### src/rtl/mmio_pkg.sv
// Shared types and constants for the MMIO slot bridge.
// Latency: n/a (declarations only).
// Backpressure: n/a.
package mmio_pkg;

    typedef enum logic [1:0] {
        ST_IDLE     = 2'd0,
        ST_ACCESS   = 2'd1,
        ST_COMPLETE = 2'd2,
        ST_RESP     = 2'd3
    } state_e;

    typedef enum logic [1:0] {
        RESP_OK      = 2'b00,
        RESP_SLVERR  = 2'b01,
        RESP_DECERR  = 2'b10,
        RESP_TIMEOUT = 2'b11
    } resp_err_e;

    localparam int SLOT_OFFSET_W = 8;
    localparam int SLOT_IDX_LSB  = 8;
    localparam int SLOT_IDX_W    = 4;

endpackage

### src/rtl/mmio_slot_bridge.sv
// Bridges single CPU load/store requests onto the shared MMIO slot bus, one response per request.
// Latency: slot_cs 1 cycle after accept; decode error responds 1 cycle after accept; otherwise slot-paced.
// Backpressure: req_ready only in IDLE; response held stable until resp_ready, no new request meanwhile.
module mmio_slot_bridge
    import mmio_pkg::*;
#(
    parameter int NUM_SLOTS      = 4,
    parameter int TIMEOUT_CYCLES = 255
) (
    input  logic                    clk,
    input  logic                    arst_n,
    input  logic                    req_valid,
    output logic                    req_ready,
    input  logic [31:0]             req_addr,
    input  logic                    req_write,
    input  logic [31:0]             req_wdata,
    output logic                    resp_valid,
    input  logic                    resp_ready,
    output logic [31:0]             resp_rdata,
    output logic [1:0]              resp_err,
    output logic [NUM_SLOTS-1:0]    slot_cs,
    output logic                    slot_read,
    output logic                    slot_write,
    output logic [7:0]              slot_addr,
    output logic [31:0]             slot_wr_data,
    output logic                    slot_transaction_completed,
    input  logic [32*NUM_SLOTS-1:0] slot_rd_data,
    input  logic [NUM_SLOTS-1:0]    slot_rd_done,
    input  logic [NUM_SLOTS-1:0]    slot_wr_done,
    input  logic [NUM_SLOTS-1:0]    slot_slave_error,
    input  logic [NUM_SLOTS-1:0]    slot_decode_error
);

    localparam int              TW     = $clog2(TIMEOUT_CYCLES + 1);
    // Timer value seen on the last permitted cycle of a phase.
    localparam logic [TW-1:0]   T_LAST = TW'(TIMEOUT_CYCLES - 1);
    localparam logic [TW-1:0]   T_MAX  = TW'(TIMEOUT_CYCLES);

    state_e                      state_q, state_d;
    resp_err_e                   err_q, err_d;
    logic [SLOT_IDX_W-1:0]       idx_q, idx_d;
    logic                        write_q, write_d;
    logic [SLOT_OFFSET_W-1:0]    addr_q, addr_d;
    logic [31:0]                 wdata_q, wdata_d;
    logic [31:0]                 rdata_q, rdata_d;
    logic [TW-1:0]               timer_q, timer_d;
    logic [NUM_SLOTS-1:0]        cs_q, cs_d;
    logic                        rd_q, rd_d;
    logic                        wr_q, wr_d;
    logic                        tc_q, tc_d;
    logic                        rvld_q, rvld_d;

    logic [SLOT_IDX_W-1:0]       req_idx;
    logic [31:0]                 sel_rdata;
    logic                        sel_rd_done, sel_wr_done, sel_slverr, sel_decerr;
    logic                        sel_done, timer_last;
    logic                        unused_addr_bits;

    assign req_idx          = req_addr[SLOT_IDX_LSB +: SLOT_IDX_W];
    assign unused_addr_bits = ^req_addr[31:SLOT_IDX_LSB+SLOT_IDX_W];
    assign sel_done         = sel_rd_done | sel_wr_done;
    assign timer_last       = (timer_q >= T_LAST);

    // Mux the selected slot's data and status flags by the latched index.
    always_comb begin
        sel_rdata   = '0;
        sel_rd_done = 1'b0;
        sel_wr_done = 1'b0;
        sel_slverr  = 1'b0;
        sel_decerr  = 1'b0;
        for (int i = 0; i < NUM_SLOTS; i++) begin
            if (idx_q == SLOT_IDX_W'(i)) begin
                sel_rdata   = slot_rd_data[32*i +: 32];
                sel_rd_done = slot_rd_done[i];
                sel_wr_done = slot_wr_done[i];
                sel_slverr  = slot_slave_error[i];
                sel_decerr  = slot_decode_error[i];
            end
        end
    end

    // Next-state and next-output logic; every slot/response output is a flop.
    always_comb begin
        state_d = state_q;
        err_d   = err_q;
        idx_d   = idx_q;
        write_d = write_q;
        addr_d  = addr_q;
        wdata_d = wdata_q;
        rdata_d = rdata_q;
        timer_d = (timer_q == T_MAX) ? timer_q : timer_q + TW'(1);
        cs_d    = cs_q;
        rd_d    = rd_q;
        wr_d    = wr_q;
        tc_d    = tc_q;
        rvld_d  = rvld_q;
        case (state_q)
            ST_IDLE: begin
                if (req_valid) begin
                    idx_d   = req_idx;
                    write_d = req_write;
                    addr_d  = req_addr[SLOT_OFFSET_W-1:0];
                    wdata_d = req_wdata;
                    rdata_d = '0;
                    err_d   = RESP_OK;
                    timer_d = '0;
                    if (int'(req_idx) >= NUM_SLOTS) begin
                        // Unmapped slot: answer directly, bus stays quiet.
                        err_d   = RESP_DECERR;
                        rvld_d  = 1'b1;
                        state_d = ST_RESP;
                    end else begin
                        for (int i = 0; i < NUM_SLOTS; i++) begin
                            cs_d[i] = (req_idx == SLOT_IDX_W'(i));
                        end
                        rd_d    = !req_write;
                        wr_d    = req_write;
                        state_d = ST_ACCESS;
                    end
                end
            end
            ST_ACCESS: begin
                if (sel_done || timer_last) begin
                    cs_d    = '0;
                    rd_d    = 1'b0;
                    wr_d    = 1'b0;
                    tc_d    = 1'b1;
                    timer_d = '0;
                    state_d = ST_COMPLETE;
                    if (!sel_done) begin
                        err_d   = RESP_TIMEOUT;
                        rdata_d = '0;
                    end else begin
                        err_d   = sel_decerr ? RESP_DECERR :
                                  sel_slverr ? RESP_SLVERR : RESP_OK;
                        // Read data is only meaningful for a clean read.
                        rdata_d = (!write_q && !sel_decerr && !sel_slverr) ? sel_rdata : '0;
                    end
                end
            end
            ST_COMPLETE: begin
                if ((!sel_rd_done && !sel_wr_done) || timer_last) begin
                    tc_d    = 1'b0;
                    rvld_d  = 1'b1;
                    state_d = ST_RESP;
                    // Slot never released its done: keep an earlier error, else flag timeout.
                    if ((sel_rd_done || sel_wr_done) && err_q == RESP_OK) begin
                        err_d   = RESP_TIMEOUT;
                        rdata_d = '0;
                    end
                end
            end
            ST_RESP: begin
                if (resp_ready) begin
                    rvld_d  = 1'b0;
                    state_d = ST_IDLE;
                end
            end
            default: state_d = ST_IDLE;
        endcase
    end

    // State and output registers; reset aborts any transaction in flight.
    always_ff @(posedge clk or negedge arst_n) begin
        if (!arst_n) begin
            state_q <= ST_IDLE;
            err_q   <= RESP_OK;
            idx_q   <= '0;
            write_q <= 1'b0;
            addr_q  <= '0;
            wdata_q <= '0;
            rdata_q <= '0;
            timer_q <= '0;
            cs_q    <= '0;
            rd_q    <= 1'b0;
            wr_q    <= 1'b0;
            tc_q    <= 1'b0;
            rvld_q  <= 1'b0;
        end else begin
            state_q <= state_d;
            err_q   <= err_d;
            idx_q   <= idx_d;
            write_q <= write_d;
            addr_q  <= addr_d;
            wdata_q <= wdata_d;
            rdata_q <= rdata_d;
            timer_q <= timer_d;
            cs_q    <= cs_d;
            rd_q    <= rd_d;
            wr_q    <= wr_d;
            tc_q    <= tc_d;
            rvld_q  <= rvld_d;
        end
    end

    assign req_ready                  = (state_q == ST_IDLE);
    assign resp_valid                 = rvld_q;
    assign resp_rdata                 = rdata_q;
    assign resp_err                   = err_q;
    assign slot_cs                    = cs_q;
    assign slot_read                  = rd_q;
    assign slot_write                 = wr_q;
    assign slot_addr                  = addr_q;
    assign slot_wr_data               = wdata_q;
    assign slot_transaction_completed = tc_q;

endmodule

### config.mk
export PLATFORM = sky130hd
export DESIGN_NAME = mmio_slot_bridge
export DESIGN_NICKNAME = d
export VERILOG_FILES = /design/src/rtl/mmio_pkg.sv /design/src/rtl/mmio_slot_bridge.sv
export SDC_FILE = /design/constraint.sdc
export NUM_CORES = 1
export LEC_CHECK = 0
export CORE_MARGIN = 3
export CORE_UTILIZATION = 42
export CTS_CLUSTER_DIAMETER = 100
export CTS_CLUSTER_SIZE = 10
export DETAILED_ROUTE_END_ITERATION = 6
export GPL_TIMING_DRIVEN = 0
export PLACE_DENSITY_LB_ADDON = 0.05
export SYNTH_ARGS = -nofsm -noshare
export SYNTH_HDL_FRONTEND = slang
export SYNTH_SLANG_ARGS = --single-unit
### constraint.sdc
create_clock -name clk -period 8 [get_ports clk]
set_clock_uncertainty 0.15 [all_clocks]
set_input_delay 1.6 -clock clk [delete_from_list [all_inputs] [get_ports clk]]
set_output_delay 1.6 -clock clk [all_outputs]
set_load 0.02 [all_outputs]
# Word-level counts from Yosys, hierarchy flattened
# Index checks and enable logic that the tools add are counted.
dict set report word_totals {
  input_bits 213
  reg_bits 97
}
dict set report classes {
  n_reduce_logical 27
  addsub 1
  muxes 65
  bitwise_logic 1
  n_eq_ne 17
  n_lt_le_gt_ge 2
}
# cell n
set ops {}
lappend ops {{$mux 32} 10}
lappend ops {{$pmux 32 s3} 1}
lappend ops {{$mux 1} 28}
lappend ops {{$mux 2} 12}
lappend ops {{$mux 8} 3}
lappend ops {{$eq 4x2->1 const B} 4}
lappend ops {{$pmux 8 s2} 1}
lappend ops {{$mux 4} 3}
lappend ops {{$ne 2x2->1 const B} 6}
lappend ops {{$reduce_and 5->1} 2}
lappend ops {{$add 8x1->8 const B} 1}
lappend ops {{$eq 4x1->1 const B} 2}
lappend ops {{$eq 8x8->1 const B} 1}
lappend ops {{$ge 8x8->1 const B} 1}
lappend ops {{$logic_not 4->1} 2}
lappend ops {{$pmux 2 s4} 1}
lappend ops {{$pmux 4 s2} 1}
lappend ops {{$reduce_and 4->1} 2}
lappend ops {{$logic_not 1->1} 6}
lappend ops {{$pmux 1 s2} 3}
lappend ops {{$pmux 2 s3} 1}
lappend ops {{$reduce_bool 3->1} 2}
lappend ops {{$eq 2x2->1 const B} 2}
lappend ops {{$ge 4x3->1 const B} 1}
lappend ops {{10 further kinds} 17}

# Depth between registers and ports, before layout
# Gate-level depths: netlist of the first run.
dict set report depth {
  word_depth 12
  depth_mapped 10
  ltp_nobuf 7
}

# Worst setup path after synthesis of the first run
# OpenSTA, ideal clock, no wires.
dict set report synth_path {
  path_kind {input port to flip-flop}
  from {in slot_rd_done[2]}
  to {reg err_q[0] (netlist: resp_err[0])}
  arrival_ns 3.258
  slack_ns 4.467
  path_stages 8
  path_buffers 2
  t_required_ns 7.725
  cell_sequence {nor3_1 > a2111oi_4 > o21ai_4 > a2111oi_2 > or3_1 > buf_6 > buf_12 > mux2_4}
}
dict set report synth_between {
  elab_chain_len 7
  elab_cells_between_ends 16
}
# element line_no
set synth_rtl {}
lappend synth_rtl {{start, declared} mmio_slot_bridge.sv:28} ;# input logic [NUM_SLOTS-1:0] slot_rd_done,
lappend synth_rtl {{$mux 1 (*) (2 in a row)} mmio_slot_bridge.sv:72} ;# if (idx_q == SLOT_IDX_W'(i)) begin
lappend synth_rtl {{$logic_not 1->1} mmio_slot_bridge.sv:142} ;# if ((!sel_rd_done && !sel_wr_done) || timer_last) begin
lappend synth_rtl {{$logic_and 1x1->1} mmio_slot_bridge.sv:142}
lappend synth_rtl {{$logic_or 1x1->1} mmio_slot_bridge.sv:142}
lappend synth_rtl {{$ne 2x2->1 (no line)} n/a}
lappend synth_rtl {{$reduce_and 5->1 (no line)} n/a}
lappend synth_rtl {{end signal, assigned} mmio_slot_bridge.sv:181} ;# err_q <= err_d;
lappend synth_rtl {{end, declared} mmio_slot_bridge.sv:40} ;# resp_err_e err_q, err_d;
# Every way passes the cells marked *; elsewhere a longest branch is shown, timed or not. The select of a mux whose other input is x is not followed.
# A chain may end at the register's enable or synchronous reset.

# Worst setup path in the final report of the first run
dict set report layout_path {
  from {in slot_wr_done[3]}
  to {reg rdata_q[19] (netlist: resp_rdata[19])}
}
dict set report layout_between {
  elab_chain_len 6
  elab_cells_between_ends 15
}
# element line_no
set layout_rtl {}
lappend layout_rtl {{start, declared} mmio_slot_bridge.sv:29} ;# input logic [NUM_SLOTS-1:0] slot_wr_done,
lappend layout_rtl {{$mux 1 (*)} mmio_slot_bridge.sv:72}
lappend layout_rtl {{$logic_not 1->1} mmio_slot_bridge.sv:142}
lappend layout_rtl {{$logic_and 1x1->1} mmio_slot_bridge.sv:142}
lappend layout_rtl {{$logic_or 1x1->1} mmio_slot_bridge.sv:142}
lappend layout_rtl {{$ne 2x2->1 (no line)} n/a}
lappend layout_rtl {{$reduce_and 5->1 (no line)} n/a}
lappend layout_rtl {{end signal, assigned} mmio_slot_bridge.sv:186} ;# rdata_q <= rdata_d;
lappend layout_rtl {{end, declared} mmio_slot_bridge.sv:45} ;# logic [31:0] rdata_q, rdata_d;
# Marks and branches as above.

==> results of run 1 <==
[critical path, cell delays in order]
cell and delay, ns:
clkdlybuf4s50_1 0.52, nor4bb_4 0.07, a2111oi_4 0.37, o21ai_4 0.17, a2111oi_2 0.38, or3_1 0.18, buf_6 0.16, buf_12 0.17
mux2_4 0.31
[area by class of cell]
type,count,share of cell area [%]
clock buffers,9,2.61
repair buffers,276,32.2
clock inverters,7,0.638
inverters,12,0.522
well taps,168,2.44
diodes,1,0.0290
plain buffers,34,2.29
flip-flops and latches,97,28.1
multi-input cells,306,31.2
[power by group]
group	switching (W)	leakage [nW]	internal (W)	total, W
Clock	0.000195	0.132	0.000214	0.000409
Sequential	0.0000987	1.24	0.000643	0.000742
Combinational	0.000759	2.14	0.000741	0.00150
[per-stage QoR]
| stage | hold WS (ns) | worst slack, ns |
|---|---|---|
| floorplan | 0.330 | 4.47 |
| global placement | 0.322 | 1.59 |
| detailed placement | 0.325 | 3.81 |
| CTS | 0.341 | 4.16 |
| global route | 0.367 | 4.04 |
| finish | 0.342 | 4.13 |
[cells by family (layout without fill, tap and decap cells)]
| kind of cell | after synthesis | in the layout | share of synthesized area [%] |
|---|---|---|---|
| buffers and inverters | 46 | 338 | 4.53 |
| adders and majority gates | 7 | 7 | 1.63 |
| DFF | 97 | 97 | 45.3 |
| AOI/OAI and AO/OA | 107 | 107 | 15.1 |
| and+or+nand+nor | 85 | 85 | 9.01 |
| other | 0 | 1 | 0 |
| xor gates and xnor gates | 3 | 3 | 0.490 |
| muxes | 104 | 104 | 23.9 |
[registers in the layout (all words and copies together) (netlist names)]
name / cells
timer_q: 8
slot_read: 1
resp_valid: 1
slot_addr: 8
slot_wr_data: 32
slot_cs: 4
write_q: 1
slot_write: 1
idx_q: 4
resp_rdata: 32
slot_transaction_completed: 1
state_q: 2
resp_err: 2
[metal layers]
layer / share of wire, % / vias up / global-route usage (%)
met2: 51 / 214 / 44.5
met4: 2.0 / 0 / 7.82
met3: 8.5 / 24 / 8.07
li1: - / 2247 / -
met1: 39 / 2313 / 29.7
met5: 0 / - / 0
[placed cells by master (no fill, tap or decap), drive strengths merged, types with 2 or more instances in the layout]
cell / synthesis / layout
a2111oi: 2 / 2
a211oi: 67 / 67
a21oi: 7 / 7
a31o: 2 / 2
a31oi: 2 / 2
buf: 13 / 15
clkbuf: 21 / 30
clkdlybuf4s50: 0 / 274
clkinv: 0 / 3
clkinvlp: 0 / 2
dfrtp: 97 / 97
ha: 7 / 7
inv: 12 / 14
mux2: 82 / 82
mux2i: 20 / 20
mux4: 2 / 2
nand2: 10 / 10
nand3: 4 / 4
nor2: 15 / 15
nor2b: 35 / 35
nor3: 8 / 8
nor3b: 2 / 2
nor4: 2 / 2
nor4b: 2 / 2
o21ai: 5 / 5
o22ai: 15 / 15
xnor2: 3 / 3
[synthesized netlist by cell type (4+ instances only)]
| library cell | number |
|---|---|
| mux2i_1 | 20 |
| nor3_1 | 8 |
| o21ai_0 | 4 |
| mux2_1 | 5 |
| nand2_1 | 10 |
| clkbuf_1 | 21 |
| dfrtp_1 | 97 |
| nand3_1 | 4 |
| o22ai_1 | 15 |
| mux2_2 | 47 |
| inv_1 | 12 |
| nor2b_1 | 35 |
| buf_2 | 5 |
| mux2_4 | 30 |
| ha_1 | 7 |
| a21oi_1 | 6 |
| a211oi_1 | 67 |
| nor2_1 | 15 |
[final timing paths]
path	to	slack, ns	cells after the start
setup reg to reg	resp_rdata[19]$_DFFE_PN0P_	5.10	10
hold / removal	resp_rdata[23]$_DFFE_PN0P_	0.34	1
max in group asynchronous	timer_q[7]$_DFF_PN0_	5.96	2
min in group asynchronous	resp_rdata[28]$_DFFE_PN0P_	1.05	1
setup / recovery	resp_rdata[19]$_DFFE_PN0P_	4.13	9
hold reg to reg	resp_rdata[23]$_DFFE_PN0P_	0.34	1
==> results.py, run 1 <==
metrics = {
    "clocking": {
        "cts-root-buf": "clkbuf_16",
        "cts_setup_buffers": 0,
        "clock_latency_ns": 0.34,
        "cts_hold_buf": 0,
        "cts_made_buffers": 9,
        "htree_num_levels": 3,
        "clk_pin_slew_ns": 0.07,
        "clkSinkCount": 97,
        "cts_resized": 0,
        "cts_tree": "yes",
        "cts_buffer_depth": 2,
    },
    "finish": {
        "fillers": 901,
        "seq_area_um2": 2430,
        "multiInputGateArea_um2": 2690,
        "area_growth_pct": 61.0,
        "final_core_util_pct": 70.4,
        "design_area_um2": 8630,
        "final_layout_size_suffix_gt1_share_pct": 15.5,
        "fin_cells": 910,
        "num-nets-final": 956,
    },
    "sta": {
        "setup_tns_ns": 0,
        "finalMaxSlewViolations": 0,
        "rsz0062_at_grt": "false",
        "hold_viol": 0,
        "worst_slew_pin_slew_ns": 0.664,
        "min_period_over_period_pct": 48.3,
        "fin_crit_ns": 3.87,
        "setup_viol": 0,
        "slew_headroom_pct": 55.7,
        "max_freq_mhz": 259,
    },
    "floorplanning": {
        "fp.dieH_um": 119,
        "die_area_um2": 14200,
        "die_w_um": 119,
        "initial_utilization_pct": 43.7,
        "ios": 296,
        "core_area_um2": 12300,
        "rows": 40,
    },
    "global_routing": {
        "grt_pass1_wl_um": 28600,
        "grtUsageTotal_pct": 25.4,
        "grt_pass1_vias": 5172,
        "grt-ovfl-total": 0,
        "grt_start_max_net_pins": 70,
        "antenna_found_initial": 0,
    },
    "pwr": {
        "leakage_nw": 3.51,
        "irDropWorstVdd_uv": 206,
        "finalPower_w": 0.00265,
        "p_per_area_nw_per_um2": 307,
    },
    "worst_setup_path": {
        "crit_type": "in -> reg",
        "cp_max_fo": 10,
        "endpoint_kind": "flip-flop",
        "arrival_ns": 3.93,
        "r2r_start": "state_q[0]$_DFFE_PN0P_",
        "setup.worst_path.start": "slot_wr_done[3]",
        "cp-start-kind": "input pin",
        "worstPathRequired_ns": 8.06,
    },
    "yosys": {
        "ys_seq_area_share_pct": 45.3,
        "synth_cells": 449,
        "yosysWarnings": 0,
        "syn_nets": 669,
        "synth_area_leaders": "dfrtp_1, mux2_2, a211oi_1",
        "async_flop_share_pct": 100,
        "synth_top_area_share_pct": 45.3,
        "synth-edff-count": 0,
        "yosys.area.top_type": "dfrtp_1",
        "synth_area_um2": 5360,
        "ys_ff_latch": 97,
        "yosysUniqueCellTypes": 46,
        "synthFlopType": "dfrtp_1",
        "syn_area_per_cell_um2": 11.9,
    },
    "min_path": {
        "min_from": "resp_rdata[23]$_DFFE_PN0P_",
        "hold_class": "reg -> reg",
    },
    "run": {
        "maxCapViolCount": 0,
    },
    "place": {
        "portBuffers": 275,
        "place.gp.congestion": 0.834,
        "dp_cells": 893,
        "dpl.hpwl_um": 14300,
        "placed_cell_area_um2": 8350,
    },
    "run_status": {
        "status": "finished, final reports clean",
    },
    "routing": {
        "ant_nets": 0,
        "drc": 0,
        "drt_iter0_markers": 221,
        "vias_per_cell": 5.27,
        "first_pass_iters": 4,
        "vias": 4798,
        "wl_um": 18300,
        "wire_per_inst_um": 20.1,
    },
}
(Power assumes the default switching activity.)
==> inputs of run 2 (changes only) <==
--- a/config.mk
+++ b/config.mk
@@ -6,7 +6,7 @@
 export NUM_CORES = 1
 export LEC_CHECK = 0
 export CORE_MARGIN = 3
-export CORE_UTILIZATION = 42
+export CORE_UTILIZATION = 39
 export CTS_CLUSTER_DIAMETER = 100
 export CTS_CLUSTER_SIZE = 10
 export DETAILED_ROUTE_END_ITERATION = 6
==> constraint.sdc (replaced) <==
create_clock -name clk -period 3.9 [get_ports clk]
set_clock_uncertainty 0.15 [all_clocks]
set_input_delay 0.78 -clock clk [delete_from_list [all_inputs] [get_ports clk]]
set_output_delay 0.78 -clock clk [all_outputs]
set_load 0.02 [all_outputs]
==> run 2 against run 1 <==
  * Utilization fell by 5.1 points
  * Critical path depth did not move
  * Clock power rose to 2.5 times the previous value
  * Global-route usage fell by 2.7 points
  * Die area rose by 7.3%
  * Routed wire length fell by 2.9%
  * Setup slack got worse by 3.2 ns
  * Register-to-register slack got worse by 4.1 ns
  * Combinational power rose by 100%
  * Via count fell by 0.13%
  * Total power rose by 110%
  * Critical path type unchanged
  * Largest power group unchanged
  * Highest routed layer unchanged
==> results.py, run 2 (same netlist as run 1, synthesis figures left out) <==
metrics = {
    "worst_setup_path": {
        "cp-start-kind": "input pin",
        "arrival_ns": 3.07,
        "r2r_start": "idx_q[0]$_DFFE_PN0P_",
        "endpoint_kind": "flip-flop",
        "cp_max_fo": 10,
        "critPathMaxStageDelay_ns": 0.53,
        "crit_slowest_cell": "clkdlybuf4s50_1",
        "worstPathRequired_ns": 3.98,
        "rr_worst_depth": 7,
        "r2r-end": "resp_rdata[19]$_DFFE_PN0P_",
        "regToRegSetupSlack_ns": 1.03,
        "crit_type": "in -> reg",
        "crit_chain": "clkdlybuf4s50_1 > nor4bb_4 > a2111oi_4 > o21ai_4 > a2111oi_2 > or3_1 > buf_6 > buf_12 > mux2_4",
    },
    "finish": {
        "final_layout_size_suffix_gt1_share_pct": 15.5,
        "design_area_um2": 8710,
        "n_antenna_cell": 0,
        "fin_cells": 917,
        "final_cell_mix": "clkdlybuf4s50_1, dfrtp_1, a211oi_1",
        "final_common_cell": "clkdlybuf4s50_1",
        "area_growth_pct": 62.5,
        "num-nets-final": 956,
    },
    "sta": {
        "fin_crit_ns": 3.00,
        "setup_viol": 0,
        "worst_slew_pin_slew_ns": 0.634,
        "min_period_over_period_pct": 76.8,
        "max_freq_mhz": 334,
        "rsz0062_at_grt": "false",
        "slew_headroom_pct": 57.7,
        "finalMaxSlewViolations": 0,
        "hold_viol": 0,
        "setup_tns_ns": 0,
    },
    "global_routing": {
        "grt_use_met2_pct": 38.7,
        "grt_start_max_net_pins": 58,
        "grt_pass1_vias": 4945,
        "grt_pass1_wl_um": 26400,
        "grtUsageTotal_pct": 22.7,
        "grtUsageMet3_pct": 8.14,
        "grt-ovfl-total": 0,
        "antenna_found_initial": 0,
        "met1_usage_pct": 26.0,
        "busiest_layer": "met2",
    },
    "clocking": {
        "htree_num_levels": 3,
        "cts_hold_buf": 0,
        "clkSinkCount": 97,
        "cts_tree": "yes",
        "clk_pin_slew_ns": 0.06,
        "cts_buffer_depth": 2,
        "cts_resized": 0,
        "cts_setup_buffers": 0,
        "clock_latency_ns": 0.35,
        "cts-root-buf": "clkbuf_16",
        "cts_made_buffers": 9,
    },
    "routing": {
        "wire_per_inst_um": 19.4,
        "drt_iter0_markers": 156,
        "first_pass_iters": 4,
        "vias_per_cell": 5.23,
        "drc": 0,
        "vias": 4792,
        "wl_um": 17800,
        "ant_nets": 0,
    },
    "floorplanning": {
        "fp.dieH_um": 123,
        "die_w_um": 123,
        "ios": 296,
        "die_area_um2": 15200,
        "rows": 42,
        "initial_utilization_pct": 40.2,
        "core_area_um2": 13300,
    },
    "run": {
        "maxCapViolCount": 0,
    },
    "place": {
        "placed_cell_area_um2": 8360,
        "place.gp.congestion": 0.896,
        "dp_cells": 901,
        "dpl.hpwl_um": 14100,
        "portBuffers": 275,
    },
    "pwr": {
        "leakage_nw": 3.56,
        "finalPower_w": 0.00558,
        "p_per_area_nw_per_um2": 641,
        "irDropWorstVdd_uv": 410,
    },
    "run_status": {
        "status": "finished, final reports clean",
    },
    "min_path": {
        "hold_class": "in -> async",
    },
}
## run 2: final cells by class
type	count	area, µm²
Timing Repair Buffer	276	2780
Fill cell	1073	4640
Sequential cell	97	2430
Inverter	12	45.0
Tap cell	176	220
Clock buffer	10	239
Clock inverter	6	113
Buffer	34	198
Multi-Input combinational cell	306	2690
## run 2: how the worst max path moves through the flow
stage               cells after the start                           end  slack, ns                   start
floorplan                              10       resp_err[0]$_DFFE_PN0P_       1.17  state_q[0]$_DFFE_PN0P_
global placement                        1  slot_wr_data[16]$_DFFE_PN0P_      -1.74                  arst_n
detailed placement                      9    resp_rdata[31]$_DFFE_PN0P_       0.55         slot_wr_done[3]
CTS                                     9    resp_rdata[17]$_DFFE_PN0P_       0.89         slot_wr_done[3]
global route                            9    resp_rdata[17]$_DFFE_PN0P_       0.76         slot_wr_done[3]
finish                                  9    resp_rdata[17]$_DFFE_PN0P_       0.90         slot_wr_done[3]
## run 2: worst max-delay path, delay by kind of cell
family | cells | cell delay [ns]
compound gates | 3 | 0.90
buf+inv | 3 | 0.85
mux | 1 | 0.31
simple gates | 2 | 0.24
## run 2: where the power goes
part | total (W) | switching [W] | internal (W)
sequential | 0.00151 | 0.000194 | 0.00132
clock | 0.00103 | 0.000388 | 0.000646
combinational | 0.00304 | 0.00152 | 0.00152
## run 2: through the flow
stage | worst slack (ns) | util [%] | hold slack (ns)
3_5_place_dp | 0.545 | 62.6 | 0.327
6_report | 0.904 | 65.3 | 0.272
5_1_grt | 0.762 | 65.3 | 0.307
3_3_place_gp | -1.74 | 62.4 | 0.327
2_1_floorplan | 1.17 | - | 0.330
4_1_cts | 0.892 | 65.3 | 0.281
## run 2: per-layer routing
layer	part of all wire, %	vias up
met5	0	-
li1	-	2261
met3	10	25
met2	49	203
met4	2.6	0
met1	38	2303
==> edit 1: new RTL, settings of run 2 <==
Register the output `resp_err` once more, cleared by the reset; this adds one clock of latency there. The other outputs are not delayed to match.
--- a/src/rtl/mmio_slot_bridge.sv
+++ b/src/rtl/mmio_slot_bridge.sv
@@ -197,5 +197,11 @@
     assign resp_valid                 = rvld_q;
     assign resp_rdata                 = rdata_q;
-    assign resp_err                   = err_q;
+    always_ff @(posedge clk or negedge arst_n) begin
+        if (!arst_n) begin
+            resp_err <= '0;
+        end else begin
+            resp_err <= err_q;
+        end
+    end
     assign slot_cs                    = cs_q;
     assign slot_read                  = rd_q;
Check against the original RTL: not equivalent (a bounded check fails within 4 cycles, from zero or initial values and one cycle with arst_n low).
==> edit 1 against run 2 <==
Setup slack lost 120 ps. Sequential cell count increased by 2. Cell area is 2.6% lower. Power is 5.8% lower. Synthesized cell count rose by 0.22%. Core utilization rose by 0.88 points. Area after synthesis down 3.0%. Routed wire length rose by 0.95%. Critical endpoint unchanged.
==> edit 1: results <==
set metrics [dict create \
    avgSynthCellArea_um2 11.56 \
    p_leak_nw 3.470 \
    tightest_slew_ps 662.8 \
    reg2reg_to "resp_rdata[17]" \
    grt_pass1_vias 5072 \
    wl_met1_mm 6.876 \
    layout-drive-gt1-share_pct 11.32 \
    startpoint "slot_wr_done[2]" \
    ir_drop_mv 0.5996 \
    syn_nets 670 \
    met2_length_mm 9.145 \
    grt_util_met2_pct 42.21 \
    reg2reg_depth 10 \
    arrival_ps 3190 \
    placed_cells 898 \
    postPlaceCellArea_mm2 0.008194 \
    synth_mux_area_share_pct 22.08 \
    synth_cell_type_count 43 \
    fin_nets 957 \
    synth_common_cells "dfrtp_1, a211oi_1, mux2_2, nor2b_1, mux2_1" \
    status "complete, no violations" \
    place_congestion 0.8505 \
    critPathMaxStageDelay_ps 460 \
    rr_startpoint "state_q[0]" \
    synth_compound_area_share_pct 15.28 \
    clock_power_w 0.000855 \
    comb_cell_power_w 0.00285 \
    grtUsageMet1_pct 28.01 \
    synthAdderAreaFrac_pct 1.684 \
    sw_frac_of_total_pct 39.42 \
    comb_power_share_pct 54.2 \
    grt_max_degree 69 \
    yosys.area_share.xor_xnor_pct 0.5052 \
    grt_pass1_wl_mm 27.50 \
    viasPerCell 5.234 \
    use_met3_pct 6.807 \
]
## edit 1: cell count changes after synthesis, sizes merged
cell / change
buf: -4
clkbuf: +3
dfrtp: +2
mux2i: -2
o22ai: +2
## edit 1: final cells by class
| class | count | area [µm²] | area share (%) |
|---|---|---|---|
| Timing Repair Buffer | 276 | 2778 | 32.75 |
| Multi-Input combinational cell | 306 | 2525 | 29.77 |
| Sequential cell | 99 | 2477 | 29.21 |
| Clock buffer | 10 | 239.0 | 2.818 |
| Tap cell | 172 | 215.2 | 2.538 |
| Buffer | 33 | 153.9 | 1.815 |
| Clock inverter | 6 | 47.55 | 0.5606 |
| Inverter | 12 | 45.04 | 0.5311 |
## edit 1: metrics by stage
stage | hold WS, ps | setup WS [ps]
2_1_floorplan | 210.0 | 1167
3_3_place_gp | 253.8 | -1878
3_5_place_dp | 253.0 | 446.3
4_1_cts | 239.5 | 805.1
5_1_grt | 252.6 | 656.9
6_report | 239.1 | 779.8
==> edit 2: new RTL, settings of run 2 <==
Without the edit above. `TIMEOUT_CYCLES`: 255 -> 510.
--- a/src/rtl/mmio_slot_bridge.sv
+++ b/src/rtl/mmio_slot_bridge.sv
@@ -6,5 +6,5 @@
 #(
     parameter int NUM_SLOTS      = 4,
-    parameter int TIMEOUT_CYCLES = 255
+    parameter int TIMEOUT_CYCLES = 510
 ) (
     input  logic                    clk,
Check against the original RTL: same outputs for any inputs over 4 cycles, from zero or initial values and one cycle with arst_n low; that may be too few to reach the edited logic, so the function may still have changed.
==> edit 2 against run 2 <==
Global-route usage up 0.47 points. Cell area down 2.2%. Combinational power decreased by 5%. Highest routed layer unchanged. Critical path type unchanged. Maximum frequency is 3.9% lower. Area after synthesis down 2.4%. Routed wire length fell by 2.3%. Power down 4.9%. Die area decreased by 2.3%. Sequential cell count grew 1. Worst hold slack lost 64 ps. Synthesized cell count down 2.2%. Setup slack lost 120 ps.
==> edit 2: results <==
set metrics [dict create \
    status "complete, no violations" \
    first_iter_violations 206 \
    wl_per_cell_um 19.21 \
    grt_pass1_wl_mm 26.47 \
    synth_cell_type_count 47 \
    grt_usage_pct 23.16 \
    postPlaceCellArea_mm2 0.008224 \
    viasPerCell 5.130 \
    p_switching_w 0.002018 \
    ir_drop_mv 0.3793 \
    grt_max_degree 72 \
    hpwlAfterDp_mm 13.62 \
    layout-drive-gt1-share_pct 19.15 \
    synth_area_leaders "dfrtp_1, mux2_2, mux2_4, o22ai_1, nor2_1" \
    synth_common_cells "dfrtp_1, mux2_2, nor2_1, nor3_1, mux2_4" \
    syn_nets 660 \
    place_congestion 0.8164 \
    ys_warn_count 0 \
    p_leak_nw 3.563 \
    clk_latency_ps 350 \
    async_flop_share_pct 100.0 \
    yosysSeqAreaShare_pct 46.88 \
    grt_pass1_vias 4853 \
    dr.pass1.iters 4 \
    cts_made_buffers 9 \
    antenna_found_initial 0 \
    fin_nets 947 \
    tightest_slew_ps 985.3 \
    clock_path_buffers 2 \
]
edit 2: logic make-up after synthesis:
logic type               count (synthesis)  share of synthesized area (%)
adder cells (fa/ha/maj)                  8                          1.913
AO/OA/AOI/OAI                           60                          7.845
flip-flops                              98                          46.88
multiplexers                           116                          27.89
buffers and inverters                   35                          3.300
XOR/XNOR                                 8                          1.339
AND/OR/NAND/NOR                        114                          10.83
edit 2: layer usage:
metal | track usage (%) | vias to the layer above | wire length (µm)
li1 | - | 2188 | -
met1 | 28.23 | 2262 | 6975
met2 | 40.78 | 170 | 8854
met3 | 7.103 | 12 | 1356
met4 | 4.412 | 0 | 157
met5 | 0 | - | 0
edit 2: layout make-up:
| class | instances | area [µm²] |
|---|---|---|
| Timing Repair Buffer | 276 | 2778 |
| Fill cell | 1043 | 4357 |
| Sequential cell | 98 | 2452 |
| Buffer | 29 | 150.1 |
| Multi-Input combinational cell | 306 | 2606 |
| Clock buffer | 9 | 225.2 |
| Inverter | 6 | 22.52 |
| Tap cell | 172 | 215.2 |
| Clock inverter | 7 | 70.07 |
edit 2: worst paths after layout:
kind | start | cells past startpoint | endpoint | slack, ps
worst max-delay path | slot_rd_done[2] | 9 | resp_rdata[21] | 780
worst min-delay path | arst_n | 1 | slot_wr_data[26] | 210
worst max register to register | timer_q[1] | 7 | resp_rdata[21] | 900
worst min register to register | slot_cs[0] | 2 | slot_cs[0] | 330
max in group asynchronous | arst_n | 2 | slot_addr[5] | 2700
min in group clk | slot_cs[0] | 2 | slot_cs[0] | 330
edit 2: per-stage QoR:
stage | setup slack (ps) | hold slack (ps) | power, W | util [%] | std cells
after floorplan | 1058 | 330.5 | 0.003316 | - | 439
after global placement | -1752 | 317.4 | 0.004386 | 63.68 | 886
after detailed placement | 412.1 | 319.8 | 0.004466 | 63.87 | 887
after CTS | 785.2 | 206.6 | 0.005371 | 66.16 | 903
after global routing | 711.3 | 220.9 | 0.005635 | 66.16 | 903
final | 783.5 | 207.9 | 0.005312 | 66.16 | 903
edit 2: power by group through the flow:
stage | Sequential (W) | Combinational (W) | Clock [W]
floorplan | 0.00182 | 0.00149 | 0
global placement | 0.00152 | 0.00286 | 0
detailed placement | 0.00154 | 0.00292 | 0
CTS | 0.00153 | 0.00293 | 0.000909
global route | 0.00157 | 0.00311 | 0.000955
finish | 0.00153 | 0.00290 | 0.000880
edit 2: critical path, cell delays in order:
cell and delay [ps]:
clkdlybuf4s50_1 400, or4b_1 490, o311a_1 130, o21ai_1 150
buf_6 180, nor3_2 60, nor3_4 420, buf_6 250
mux2_4 320
